### src/rtl/im_loader_if.sv
// Byte-stream and instruction-memory write bundle for im_loader.
// slave: the loader side; master: byte source plus memory write sink.
interface im_loader_if #(
  parameter int ADDR_W = 8
);
  logic              in_valid;
  logic              in_ready;
  logic [7:0]        in_byte;
  logic              in_last;
  logic              mem_we;
  logic [ADDR_W-1:0] mem_addr;
  logic [31:0]       mem_wdata;

  modport master (
    output in_valid, in_byte, in_last,
    input  in_ready, mem_we, mem_addr, mem_wdata
  );

  modport slave (
    input  in_valid, in_byte, in_last,
    output in_ready, mem_we, mem_addr, mem_wdata
  );
endinterface

### src/rtl/im_loader.sv
// Instruction-memory loader: big-endian byte packer, sequential word writer.
// Define IM_LOADER_CHECKSUM_EN to require a zero-sum 4-byte trailer.
module im_loader #(
  parameter int ADDR_W    = 8,
  parameter int MAX_WORDS = 256
) (
  input  logic            clk,
  input  logic            rst_n,
  input  logic            start,
  im_loader_if.slave      bus,
  output logic            cpu_hold,
  output logic            done,
  output logic            err,
  output logic [ADDR_W:0] word_count
);

  typedef enum logic [2:0] {
    IDLE,
    LOAD,
    WRITE,
    DONE,
    ERR
  } state_t;

  localparam logic [ADDR_W:0] MAX_W = (ADDR_W+1)'(MAX_WORDS);
  localparam logic [ADDR_W:0] WC_ONE = (ADDR_W+1)'(1);
  localparam logic [ADDR_W-1:0] WA_ONE = ADDR_W'(1);

  state_t            state, state_d;
  logic [1:0]        byte_cnt;
  logic [ADDR_W-1:0] word_addr;
  logic [31:0]       wbuf;
  logic              last_seen;
  logic              hs;
  logic              word_end;
  logic              restart;
  logic              trail;
  logic              sum_ok;

  assign hs       = (state == LOAD) && bus.in_valid;
  assign word_end = hs && (byte_cnt == 2'd3);
  assign restart  = start &&
                    ((state == IDLE) ||
                     (state == DONE) ||
                     (state == ERR));

`ifdef IM_LOADER_CHECKSUM_EN
  localparam bit CHK = 1'b1;
  logic [31:0] sum;

  // trail marks that the image words are done and the trailer is streaming
  always_ff @(posedge clk or negedge rst_n) begin
    if (!rst_n) begin
      sum   <= '0;
      trail <= 1'b0;
    end else if (restart) begin
      sum   <= '0;
      trail <= 1'b0;
    end else if (state == WRITE) begin
      sum <= sum + wbuf;
      if (last_seen) trail <= 1'b1;
    end
  end

  assign sum_ok = (sum + {wbuf[23:0], bus.in_byte}) == 32'h0;
`else
  localparam bit CHK = 1'b0;
  assign trail  = 1'b0;
  assign sum_ok = 1'b1;
`endif

  always_ff @(posedge clk or negedge rst_n) begin
    if (!rst_n) state <= IDLE;
    else        state <= state_d;
  end

  always_comb begin
    state_d = state;
    unique case (state)
      IDLE, DONE, ERR: begin
        if (start) state_d = LOAD;
      end
      LOAD: begin
        if (word_end) begin
          if (trail) state_d = sum_ok ? DONE : ERR;
          else       state_d = WRITE;
        end else if (hs && bus.in_last && !trail) begin
          state_d = ERR;
        end
      end
      WRITE: begin
        if (last_seen)
          state_d = CHK ? LOAD : DONE;
        else if (word_count + WC_ONE == MAX_W)
          state_d = ERR;
        else
          state_d = LOAD;
      end
      default: state_d = IDLE;
    endcase
  end

  always_ff @(posedge clk or negedge rst_n) begin
    if (!rst_n) begin
      byte_cnt   <= '0;
      word_addr  <= '0;
      word_count <= '0;
      wbuf       <= '0;
      last_seen  <= 1'b0;
    end else begin
      if (restart) begin
        byte_cnt   <= '0;
        word_addr  <= '0;
        word_count <= '0;
        last_seen  <= 1'b0;
      end
      if (hs) begin
        wbuf     <= {wbuf[23:0], bus.in_byte};
        byte_cnt <= byte_cnt + 2'd1;
        if (byte_cnt == 2'd3)
          last_seen <= bus.in_last && !trail;
      end
      if (state == WRITE) begin
        word_addr  <= word_addr + WA_ONE;
        word_count <= word_count + WC_ONE;
      end
    end
  end

  assign bus.in_ready  = (state == LOAD);
  assign bus.mem_we    = (state == WRITE);
  assign bus.mem_addr  = word_addr;
  assign bus.mem_wdata = wbuf;

  assign cpu_hold = (state == LOAD) ||
                    (state == WRITE) ||
                    (state == ERR);
  assign done     = (state == DONE);
  assign err      = (state == ERR);

endmodule

### src/flat_wrapper.sv
// flat-port wrapper written by rule: the top's interface ports become plain ports
module im_loader_flat 
#(
  parameter int ADDR_W    = 8,
  parameter int MAX_WORDS = 256
)
  (clk, rst_n, start, cpu_hold, done, err, word_count, bus_in_valid, bus_in_byte, bus_in_last, bus_in_ready, bus_mem_we, bus_mem_addr, bus_mem_wdata);
  im_loader_if #(.ADDR_W(ADDR_W)) bus_i ();
  input  logic clk;
  input  logic rst_n;
  input  logic start;
  output logic cpu_hold;
  output logic done;
  output logic err;
  output logic [ADDR_W:0] word_count;
  input wire logic [$bits(bus_i.in_valid)-1:0] bus_in_valid;
  input wire logic [$bits(bus_i.in_byte)-1:0] bus_in_byte;
  input wire logic [$bits(bus_i.in_last)-1:0] bus_in_last;
  output wire logic [$bits(bus_i.in_ready)-1:0] bus_in_ready;
  output wire logic [$bits(bus_i.mem_we)-1:0] bus_mem_we;
  output wire logic [$bits(bus_i.mem_addr)-1:0] bus_mem_addr;
  output wire logic [$bits(bus_i.mem_wdata)-1:0] bus_mem_wdata;
  assign bus_i.in_valid = bus_in_valid;
  assign bus_i.in_byte = bus_in_byte;
  assign bus_i.in_last = bus_in_last;
  assign bus_in_ready = bus_i.in_ready;
  assign bus_mem_we = bus_i.mem_we;
  assign bus_mem_addr = bus_i.mem_addr;
  assign bus_mem_wdata = bus_i.mem_wdata;
  im_loader #(.ADDR_W(ADDR_W), .MAX_WORDS(MAX_WORDS)) u_core (.clk(clk), .rst_n(rst_n), .start(start), .bus(bus_i), .cpu_hold(cpu_hold), .done(done), .err(err), .word_count(word_count));
endmodule
### config.mk
export PLATFORM = sky130hd
export DESIGN_NAME = im_loader_flat
export DESIGN_NICKNAME = d
export VERILOG_FILES = /design/src/rtl/im_loader_if.sv /design/src/rtl/im_loader.sv /design/src/flat_wrapper.sv
export SDC_FILE = /design/constraint.sdc
export NUM_CORES = 1
export LEC_CHECK = 0
export CAP_MARGIN = 20
export CORE_ASPECT_RATIO = 2
export CORE_UTILIZATION = 30
export CTS_CLUSTER_DIAMETER = 60
export DETAILED_ROUTE_END_ITERATION = 10
export PLACE_DENSITY = 0.61
export SYNTH_ARGS = -nofsm -noshare
export SYNTH_HDL_FRONTEND = slang
export SYNTH_SLANG_ARGS = --single-unit
### constraint.sdc
create_clock -name clk -period 2.53 [get_ports clk]
set_clock_uncertainty 0.1 [all_clocks]
set_input_delay 0.3795 -clock clk [delete_from_list [all_inputs] [get_ports clk]]
set_output_delay 0.3795 -clock clk [all_outputs]
set_load 0.05 [all_outputs]
* After elaboration in Yosys (flattened, before gate mapping)
Index checks and enable logic that the tools add are counted.
Operators by class: $add $sub $neg 3, multiplexer cells 15, equal/unequal tests 8, reduce and logical (&&, ||, !) cells 13
Operator list (count):
- 9-bit 2-to-1 mux | 2
- 8-bit 2-to-1 mux | 2
- 3-bit 2-to-1 mux | 5
- 9-bit by 1-bit adder with 9-bit output, second input constant | 1
- 9-bit equality test, second input constant | 1
- 3-bit case mux with 3 select lines | 1
- 8-bit by 1-bit adder with 8-bit output, second input constant | 1
- 3-bit by 2-bit equality test with 1-bit output, second input constant | 2
- 1-bit logical AND | 4
- 1-bit logical OR | 4
- 2-bit 2-to-1 mux | 2
- 2-bit nonzero test | 2
- 3-bit by 1-bit equality test with 1-bit output, second input constant | 1
- 3-bit equality test, second input constant | 1
- 3-bit logical NOT | 1
- 1-bit 2-to-1 mux | 3
- 3-bit by 1-bit != test with 1-bit output, second input constant | 1
- 3-bit OR reduction | 1
- 2-bit by 1-bit adder with 2-bit output, second input constant | 1
- 2-bit equality test, second input constant | 1
- 2-bit != test, second input constant | 1
- 2-bit AND reduction | 1
Word-level totals: input port bits 13, output and inout port bits 54, logic and storage cells 45, flip-flop bits (word level) 55

* Logic depth before layout (Yosys ltp)
Gate-level depths: netlist of run 1.
word-level depth 7, gate-level depth with buffers 7, depth with buffers taken out 5

* Worst setup path after synthesis of run 1
OpenSTA, ideal clock, no wires.
kind register to register, start register u_core.word_count[0], end register u_core.state[0], period minus slack after synthesis 2026 ps, data required time 2300 ps, library setup time 130 ps, path slack 504 ps, path buffers 1, data arrival time 1796 ps, stages on the path, launching flop included 6, path through dfrtp_1 -> and3_1 -> buf_6 -> a311o_1 -> a2111oi_2 -> a21oi_1
On the way: longest elaborated chain between the ends 5
Ends and longest elaborated chain:
- start, declared | RTL line im_loader.sv:14 | output logic [ADDR_W:0] word_count
- start signal, assigned | RTL line im_loader.sv:125 | word_count <= word_count + WC_ONE;
- 9-bit by 1-bit adder with 9-bit output | RTL line im_loader.sv:94 | else if (word_count + WC_ONE == MAX_W)
- 9-bit equality test | RTL line im_loader.sv:94
- 3-bit 2-to-1 mux | RTL line im_loader.sv:94
- 3-bit 2-to-1 mux | RTL line im_loader.sv:92 | if (last_seen)
- 3-bit case mux with 3 select lines | RTL line im_loader.sv:79 | unique case (state)
- end signal, assigned | RTL line im_loader.sv:74 | else state <= state_d;
- end, declared | RTL line im_loader.sv:29 | state_t state, state_d;
Every way passes these cells. A chain may end at the register's enable or synchronous reset.

* Worst setup path after layout of run 1
start register u_core.state[1], end output port done
On the way: longest elaborated chain between the ends 1
Ends and longest elaborated chain:
- 3-bit by 2-bit equality test with 1-bit output | RTL line im_loader.sv:138 | assign done = (state == DONE);
- end, declared | RTL line flat_wrapper.sv:13 | output logic done;
Every way passes these cells.

==> results of run 1 <==
==> power by group <==
group / internal, W / total (W) / switching, W
sequential: 0.00119 / 0.00143 / 0.000245
combinational: 0.000911 / 0.00242 / 0.00151
clock: 0.000367 / 0.000685 / 0.000319
==> Yosys cell counts (all sizes together) (4+ instances only) <==
library cell,number,area [um2]
a21oi,6,30.0
a31oi,4,25.0
buf,12,101
dfrtp,55,1380
mux2,34,383
mux2i,10,100
nand2,21,78.8
nand3,11,55.1
nand4,5,31.3
nor2,12,45.0
nor3,4,20.0
o21ai,7,38.8
==> per-layer routing <==
| layer | vias to the layer above | track usage, % | routed length, um |
|---|---|---|---|
| li1 | 906 | - | - |
| met1 | 944 | 15.2 | 2250 |
| met2 | 48 | 23.8 | 3020 |
| met3 | 7 | 2.65 | 221 |
| met4 | 0 | 5.21 | 95 |
| met5 | - | 0 | 0 |
==> through the flow <==
step           power, W  instance area (um2)  util (%)  hold WS, ns
4_1_cts         0.00460                 3470      41.6        0.383
3_3_place_gp    0.00386                 3320      39.8        0.306
5_1_grt         0.00477                 3470      41.6        0.398
2_1_floorplan   0.00310                 2600         -      -0.0161
6_report        0.00454                 3470      41.6        0.378
3_5_place_dp    0.00389                 3320      39.8        0.311
==> repair_timing <==
item / CTS / global route
hold buffers: 1 / 0
buffers inserted: 0 / 0
endpoints found under the hold margin: 14 / 0
==> state kept, by name, indices dropped and copies added (netlist names) <==
signal / flops
u_core.bus.mem_addr: 8
u_core.bus.mem_wdata: 32
u_core.word_count: 9
u_core.byte_cnt: 2
u_core.last_seen: 1
u_core.state: 3
==> final cells by class <==
type,count,share of cell area (%)
clock buffer,6,3.71
inverter,2,0.360
clock inverter,2,0.360
tap,98,3.53
timing repair buffer,71,20.5
sequential,55,39.6
multi-input combinational,147,31.9
==> how the worst max path moves through the flow <==
stage / end / slack [ns] / depth (start not counted)
after global placement: bus_in_ready / 0.46 / 3
after floorplan: u_core.state[0] / 0.50 / 5
final: done / 0.12 / 2
after CTS: done / 0.12 / 2
after detailed placement: u_core.bus.mem_wdata[3] / 0.45 / 4
after global routing: done / 0.03 / 2
==> critical path, cell delays in order (launching register included) <==
cell                              delay, ns
sky130_fd_sc_hd__dfrtp_1               0.53
sky130_fd_sc_hd__and3b_1               0.27
sky130_fd_sc_hd__clkdlybuf4s50_1       0.82
==> logic make-up after synthesis <==
group,after synthesis
flops,55
mux,44
simple gates,67
buf+inv,15
fa+ha+maj,3
xor+xnor,3
compound gates,30
==> run_summary.xml, run 1 <==
<?xml version="1.0" encoding="UTF-8"?>
<metrics>
  <group name="run_status">
    <metric name="outcome" unit="">finished clean</metric>
  </group>
  <group name="synth">
    <metric name="combinational_family_with_the_most_area_after_synthesis" unit="">multiplexers</metric>
    <metric name="number_of_synthesized_flops_with_an_enable_pin" unit="">0</metric>
    <metric name="postSynthAreaPerCell" unit="um2">12.0</metric>
    <metric name="synth_sequential_area_ratio" unit="%">52.9</metric>
    <metric name="synth-compound-area-share" unit="%">8.08</metric>
    <metric name="post_synth_inst_count" unit="">217</metric>
    <metric name="yosys-mux-area-fraction" unit="%">18.6</metric>
    <metric name="syn_nets" unit="">233</metric>
    <metric name="total_of_flip_flops_plus_latches_after_synthesis" unit="">55</metric>
    <metric name="synth_cell_types" unit="">44</metric>
    <metric name="synth_top_flop_cell" unit="">sky130_fd_sc_hd__dfrtp_1</metric>
    <metric name="synth_simple_gate_area_share" unit="%">13.4</metric>
    <metric name="postSynth.asyncResetShare" unit="%">100</metric>
    <metric name="mappedNetlistArea" unit="um2">2600</metric>
    <metric name="synth-adder-area-share" unit="%">1.44</metric>
    <metric name="synthXorXnorAreaFrac" unit="%">1.01</metric>
    <metric name="yosys_warnings" unit="">0</metric>
  </group>
  <group name="cells_and_area">
    <metric name="total_area_of_multi_input_combinational_cells" unit="um2">1110</metric>
    <metric name="mostFrequentLayoutCells" unit="">62 x sky130_fd_sc_hd__clkdlybuf4s50_1, 55 x sky130_fd_sc_hd__dfrtp_1, 34 x sky130_fd_sc_hd__mux2_2</metric>
    <metric name="insertedDiodeCount" unit="">0</metric>
    <metric name="area.growth.synth_to_final" unit="%">33.5</metric>
    <metric name="post_route_cells_drive_above_1_share" unit="%">20.8</metric>
    <metric name="layoutNonFillerInstCount" unit="">381</metric>
    <metric name="layout.nets" unit="">298</metric>
    <metric name="layout.cells.most_common" unit="">sky130_fd_sc_hd__clkdlybuf4s50_1</metric>
    <metric name="fillers" unit="">832</metric>
    <metric name="combined_flip_flop_and_latch_cell_area" unit="um2">1380</metric>
  </group>
  <group name="floorplanning">
    <metric name="y_dimension_of_the_die" unit="um">134</metric>
    <metric name="initial_utilization" unit="%">31.1</metric>
    <metric name="placement_rows" unit="">47</metric>
    <metric name="dieWidth" unit="um">67.8</metric>
    <metric name="io_pins" unit="">67</metric>
    <metric name="dieArea" unit="um2">9070</metric>
    <metric name="floorplan.core_area" unit="um2">8350</metric>
  </group>
  <group name="worst_setup_path">
    <metric name="worst_r2r_startpoint" unit="">u_core.state[1]</metric>
    <metric name="setup.worst_path.class" unit="">flip-flop to output pin</metric>
    <metric name="critical_path_peak_fanout" unit="">9</metric>
    <metric name="worstReg2RegEnd" unit="">u_core.word_count[4]</metric>
    <metric name="cp-start-kind" unit="">flip-flop</metric>
    <metric name="setup.reg_to_reg.worst_slack" unit="ns">0.58</metric>
    <metric name="worstSetupEndpointType" unit="">output pin</metric>
    <metric name="reg2regPathDepth" unit="">4</metric>
    <metric name="setup.worst_path.start" unit="">u_core.state[1]</metric>
    <metric name="critical_path_required" unit="ns">2.05</metric>
    <metric name="timing.critical_path.arrival" unit="ns">1.93</metric>
  </group>
  <group name="power_and_ir_drop">
    <metric name="leakage" unit="nW">1.47</metric>
    <metric name="pwr_density_cell" unit="nW/um2">1310</metric>
    <metric name="peakVddDrop" unit="V">0.000912</metric>
  </group>
  <group name="placement">
    <metric name="dp.cells" unit="">372</metric>
    <metric name="detailed_placer_s_ending_hpwl" unit="mm">3.83</metric>
    <metric name="gp_congestion" unit="">0.719</metric>
    <metric name="io_buffer_count" unit="">66</metric>
    <metric name="place_ws" unit="ns">0.450</metric>
  </group>
  <group name="cts">
    <metric name="cts_resized" unit="">0</metric>
    <metric name="cts_root_buf" unit="">sky130_fd_sc_hd__clkbuf_16</metric>
    <metric name="path_clk_slew" unit="ns">0.08</metric>
    <metric name="tritoncts.num_buffers" unit="">5</metric>
    <metric name="numClockSinks" unit="">55</metric>
    <metric name="h-tree-depth" unit="">2</metric>
    <metric name="clk-insertion-delay-late" unit="ns">0.30</metric>
    <metric name="clock_path_buffers" unit="">2</metric>
    <metric name="tritoncts" unit="">done</metric>
  </group>
  <group name="routing">
    <metric name="viasPerCell" unit="">5.00</metric>
    <metric name="postRouteAntennaNets" unit="">0</metric>
    <metric name="routedWlPerCell" unit="um">14.6</metric>
    <metric name="drc_marker_count_from_the_first_detailed_route_iteration" unit="">96</metric>
    <metric name="via_count" unit="">1905</metric>
    <metric name="route.detailed.drc" unit="">0</metric>
    <metric name="drt-total-wl" unit="mm">5.58</metric>
    <metric name="first_pass_iters" unit="">4</metric>
  </group>
  <group name="global_route">
    <metric name="grt.total_usage" unit="%">13.5</metric>
    <metric name="gr_ovfl_total" unit="">0</metric>
    <metric name="wire_length_of_the_first_global_routing_pass" unit="mm">9.33</metric>
    <metric name="initial_antenna_violation_count" unit="">0</metric>
    <metric name="number_of_global_route_vias_before_repair" unit="">1918</metric>
    <metric name="grt_start_max_net_pins" unit="">56</metric>
  </group>
  <group name="timing">
    <metric name="fin_crit_sh" unit="%">95.1</metric>
    <metric name="timing.final.hold_violations" unit="">0</metric>
    <metric name="clock.fmax" unit="GHz">0.416</metric>
    <metric name="post-route-worst-setup-slack" unit="ns">0.124</metric>
    <metric name="timing_worst_slew_pin_value" unit="ns">0.778</metric>
    <metric name="max_slew_margin" unit="%">48.1</metric>
    <metric name="timing.final.setup_violations" unit="">0</metric>
    <metric name="unrepaired_setup_endpoints_after_global_routing" unit="">false</metric>
    <metric name="report.final.slew_viol_count" unit="">0</metric>
    <metric name="fin_tns_setup" unit="ns">0</metric>
    <metric name="final.min_clock_period" unit="ns">2.41</metric>
  </group>
  <group name="flow_run">
    <metric name="max_cap_viol_count" unit="">0</metric>
  </group>
  <group name="worst_hold_path">
    <metric name="hold_depth" unit="">1</metric>
    <metric name="timing.hold.worst.start" unit="">u_core.bus.mem_addr[7]</metric>
    <metric name="worst_hold_path_type" unit="">flip-flop to flip-flop</metric>
    <metric name="hold_path_end" unit="">u_core.bus.mem_addr[7]</metric>
  </group>
</metrics>
Note: power is estimated with default switching activity, not from simulation.
==> inputs of run 2 (changes only) <==
- MAX_ROUTING_LAYER: default -> met4
==> run 2 against run 1 <==
Global-route usage increased by 0.38 points; critical path type unchanged; non-clock buffer count is the same; combinational power barely moved; sequential power hardly changed; cell area did not move; utilization did not move; critical path depth unchanged; critical endpoint unchanged; routed wire length decreased by 0.22%; sequential share of layout area stayed put; first-iteration DRC count decreased by 7.3%; via count shrank 0.52%; fmax hardly changed.
==> run_summary.xml, run 2 (synthesis results as in run 1) <==
<?xml version="1.0" encoding="UTF-8"?>
<metrics>
  <group name="run_status">
    <metric name="outcome" unit="">finished clean</metric>
  </group>
  <group name="placement">
    <metric name="gp_congestion" unit="">0.727</metric>
    <metric name="detailed_placer_s_ending_hpwl" unit="mm">3.83</metric>
    <metric name="place_ws" unit="ns">0.450</metric>
    <metric name="io_buffer_count" unit="">66</metric>
  </group>
  <group name="cells_and_area">
    <metric name="mostFrequentLayoutCells" unit="">62 x sky130_fd_sc_hd__clkdlybuf4s50_1, 55 x sky130_fd_sc_hd__dfrtp_1, 34 x sky130_fd_sc_hd__mux2_2</metric>
    <metric name="post_route_cells_drive_above_1_share" unit="%">20.8</metric>
    <metric name="largest_reg_flops" unit="">32</metric>
    <metric name="fillers" unit="">832</metric>
    <metric name="area.growth.synth_to_final" unit="%">33.5</metric>
    <metric name="layout.cells.most_common" unit="">sky130_fd_sc_hd__clkdlybuf4s50_1</metric>
    <metric name="finalCoreUtilization" unit="%">41.6</metric>
    <metric name="insertedDiodeCount" unit="">0</metric>
    <metric name="layout.nets" unit="">298</metric>
  </group>
  <group name="timing">
    <metric name="clock.fmax" unit="GHz">0.416</metric>
    <metric name="fin_tns_setup" unit="ns">0</metric>
    <metric name="final.hold.worst_slack" unit="ns">0.378</metric>
    <metric name="max_slew_margin" unit="%">47.9</metric>
    <metric name="final.min_clock_period" unit="ns">2.41</metric>
    <metric name="unrepaired_setup_endpoints_after_global_routing" unit="">false</metric>
    <metric name="timing.final.setup_violations" unit="">0</metric>
    <metric name="timing.final.hold_violations" unit="">0</metric>
    <metric name="post-route-worst-setup-slack" unit="ns">0.124</metric>
    <metric name="timing_worst_slew_pin_value" unit="ns">0.781</metric>
    <metric name="fin_crit_sh" unit="%">95.1</metric>
    <metric name="report.final.slew_viol_count" unit="">0</metric>
  </group>
  <group name="power_and_ir_drop">
    <metric name="internal-power" unit="W">0.00247</metric>
    <metric name="leakage" unit="nW">1.47</metric>
    <metric name="pwr-share-comb" unit="%">53.4</metric>
    <metric name="peakVddDrop" unit="V">0.000912</metric>
    <metric name="power.switching" unit="W">0.00207</metric>
    <metric name="seq_power_share" unit="%">31.6</metric>
    <metric name="net_sw_share" unit="%">45.7</metric>
    <metric name="clkPwrFrac" unit="%">15.1</metric>
    <metric name="pwr_density_cell" unit="nW/um2">1310</metric>
  </group>
  <group name="routing">
    <metric name="first_pass_iters" unit="">4</metric>
    <metric name="drt-total-wl" unit="mm">5.57</metric>
    <metric name="routedWlPerCell" unit="um">14.6</metric>
    <metric name="via_count" unit="">1895</metric>
    <metric name="postRouteAntennaNets" unit="">0</metric>
    <metric name="viasPerCell" unit="">4.97</metric>
    <metric name="drc_marker_count_from_the_first_detailed_route_iteration" unit="">89</metric>
    <metric name="route.detailed.drc" unit="">0</metric>
  </group>
  <group name="floorplanning">
    <metric name="io_pins" unit="">67</metric>
    <metric name="placement_rows" unit="">47</metric>
    <metric name="floorplan.core_area" unit="um2">8350</metric>
    <metric name="initial_utilization" unit="%">31.1</metric>
    <metric name="dieWidth" unit="um">67.8</metric>
    <metric name="y_dimension_of_the_die" unit="um">134</metric>
    <metric name="dieArea" unit="um2">9070</metric>
  </group>
  <group name="cts">
    <metric name="numClockSinks" unit="">55</metric>
    <metric name="path_clk_slew" unit="ns">0.07</metric>
    <metric name="tritoncts" unit="">done</metric>
    <metric name="tritoncts.num_buffers" unit="">5</metric>
    <metric name="h-tree-depth" unit="">2</metric>
    <metric name="cts_root_buf" unit="">sky130_fd_sc_hd__clkbuf_16</metric>
    <metric name="clk-insertion-delay-late" unit="ns">0.30</metric>
    <metric name="clock_path_buffers" unit="">2</metric>
  </group>
  <group name="global_route">
    <metric name="grt_start_max_net_pins" unit="">56</metric>
    <metric name="grt.total_usage" unit="%">13.9</metric>
    <metric name="wire_length_of_the_first_global_routing_pass" unit="mm">9.33</metric>
    <metric name="initial_antenna_violation_count" unit="">0</metric>
    <metric name="gr_ovfl_total" unit="">0</metric>
    <metric name="number_of_global_route_vias_before_repair" unit="">1917</metric>
  </group>
  <group name="worst_setup_path">
    <metric name="critical_path_depth" unit="">2</metric>
    <metric name="worstSetupEndpointType" unit="">output pin</metric>
    <metric name="critical_path.top_delay_family" unit="">buffers and inverters</metric>
    <metric name="setup.worst_path.class" unit="">flip-flop to output pin</metric>
    <metric name="cp-start-kind" unit="">flip-flop</metric>
    <metric name="timing.critical_path.slowest_stage_cell" unit="">sky130_fd_sc_hd__clkdlybuf4s50_1</metric>
    <metric name="critical_path_peak_fanout" unit="">9</metric>
    <metric name="slowest_delay" unit="ns">0.83</metric>
    <metric name="timing.critical_path.arrival" unit="ns">1.93</metric>
    <metric name="critical_path_required" unit="ns">2.05</metric>
    <metric name="cp_cell_sequence" unit="">and3b_1, clkdlybuf4s50_1</metric>
    <metric name="critical_path_buf_inv_count" unit="">1</metric>
    <metric name="reg2regPathDepth" unit="">4</metric>
  </group>
  <group name="flow_run">
    <metric name="max_cap_viol_count" unit="">0</metric>
  </group>
  <group name="worst_hold_path">
    <metric name="worst_hold_path_type" unit="">flip-flop to flip-flop</metric>
    <metric name="hold_depth" unit="">1</metric>
  </group>
</metrics>
run 2: cell counts in the layout (fill, tap and decap cells not counted):
No cell type changed its count.
run 2: through the flow:
step | cells | power (W) | instance area [um2]
2_1_floorplan | 217 | 0.00310 | 2600
3_3_place_gp | 372 | 0.00386 | 3320
3_5_place_dp | 372 | 0.00389 | 3320
4_1_cts | 381 | 0.00460 | 3470
5_1_grt | 381 | 0.00477 | 3470
6_report | 381 | 0.00454 | 3470
run 2: path summary, 6_finish.rpt:
| path | from | endpoint | slack (ns) |
|---|---|---|---|
| max in group asynchronous | rst_n | u_core.bus.mem_wdata[16] | 1.57 |
| hold reg to reg | u_core.bus.mem_addr[7] | u_core.bus.mem_addr[7] | 0.38 |
| min in group asynchronous | rst_n | u_core.word_count[8] | 0.50 |
| hold / removal | u_core.bus.mem_addr[7] | u_core.bus.mem_addr[7] | 0.38 |
| setup / recovery | u_core.state[1] | done | 0.12 |
| setup reg to reg | u_core.state[1] | u_core.word_count[4] | 0.57 |
run 2: per-layer routing:
layer	routed length [um]	GRT usage (%)	part of all wire [%]	vias to the layer above
li1	-	-	-	906
met1	2230	15.5	40	942
met2	3060	23.8	55	40
met3	181	2.31	3.3	7
met4	101	5.21	1.8	0
met5	0	-	0	-
run 2: power by group through the flow:
stage	Clock, W	Combinational, W	Sequential, W
global placement	0	0.00242	0.00144
detailed placement	0	0.00244	0.00145
finish	0.000684	0.00242	0.00143
CTS	0.000710	0.00245	0.00144
floorplan	0	0.000748	0.00235
global route	0.000742	0.00254	0.00149
run 2: what timing repair did:
action,CTS,global route
hold buffers,1,0
setup endpoints to repair,0,0
hold endpoints to repair,14,0
resized for setup,0,0
buffers inserted,0,0
run 2: final cells by class:
type | count | area [um2] | share of cell area, %
Sequential cell | 55 | 1380 | 39.6
Multi-Input combinational cell | 147 | 1110 | 31.9
Timing Repair Buffer | 71 | 713 | 20.5
Clock buffer | 6 | 129 | 3.71
Tap cell | 98 | 123 | 3.53
Clock inverter | 2 | 12.5 | 0.360
Inverter | 2 | 12.5 | 0.360
==> inputs of run 3 (changes only) <==
- GPL_ROUTABILITY_DRIVEN: default -> 0
==> results of run 3 <==
No change in the layout: final DEF, timing and power equal those of run 2.
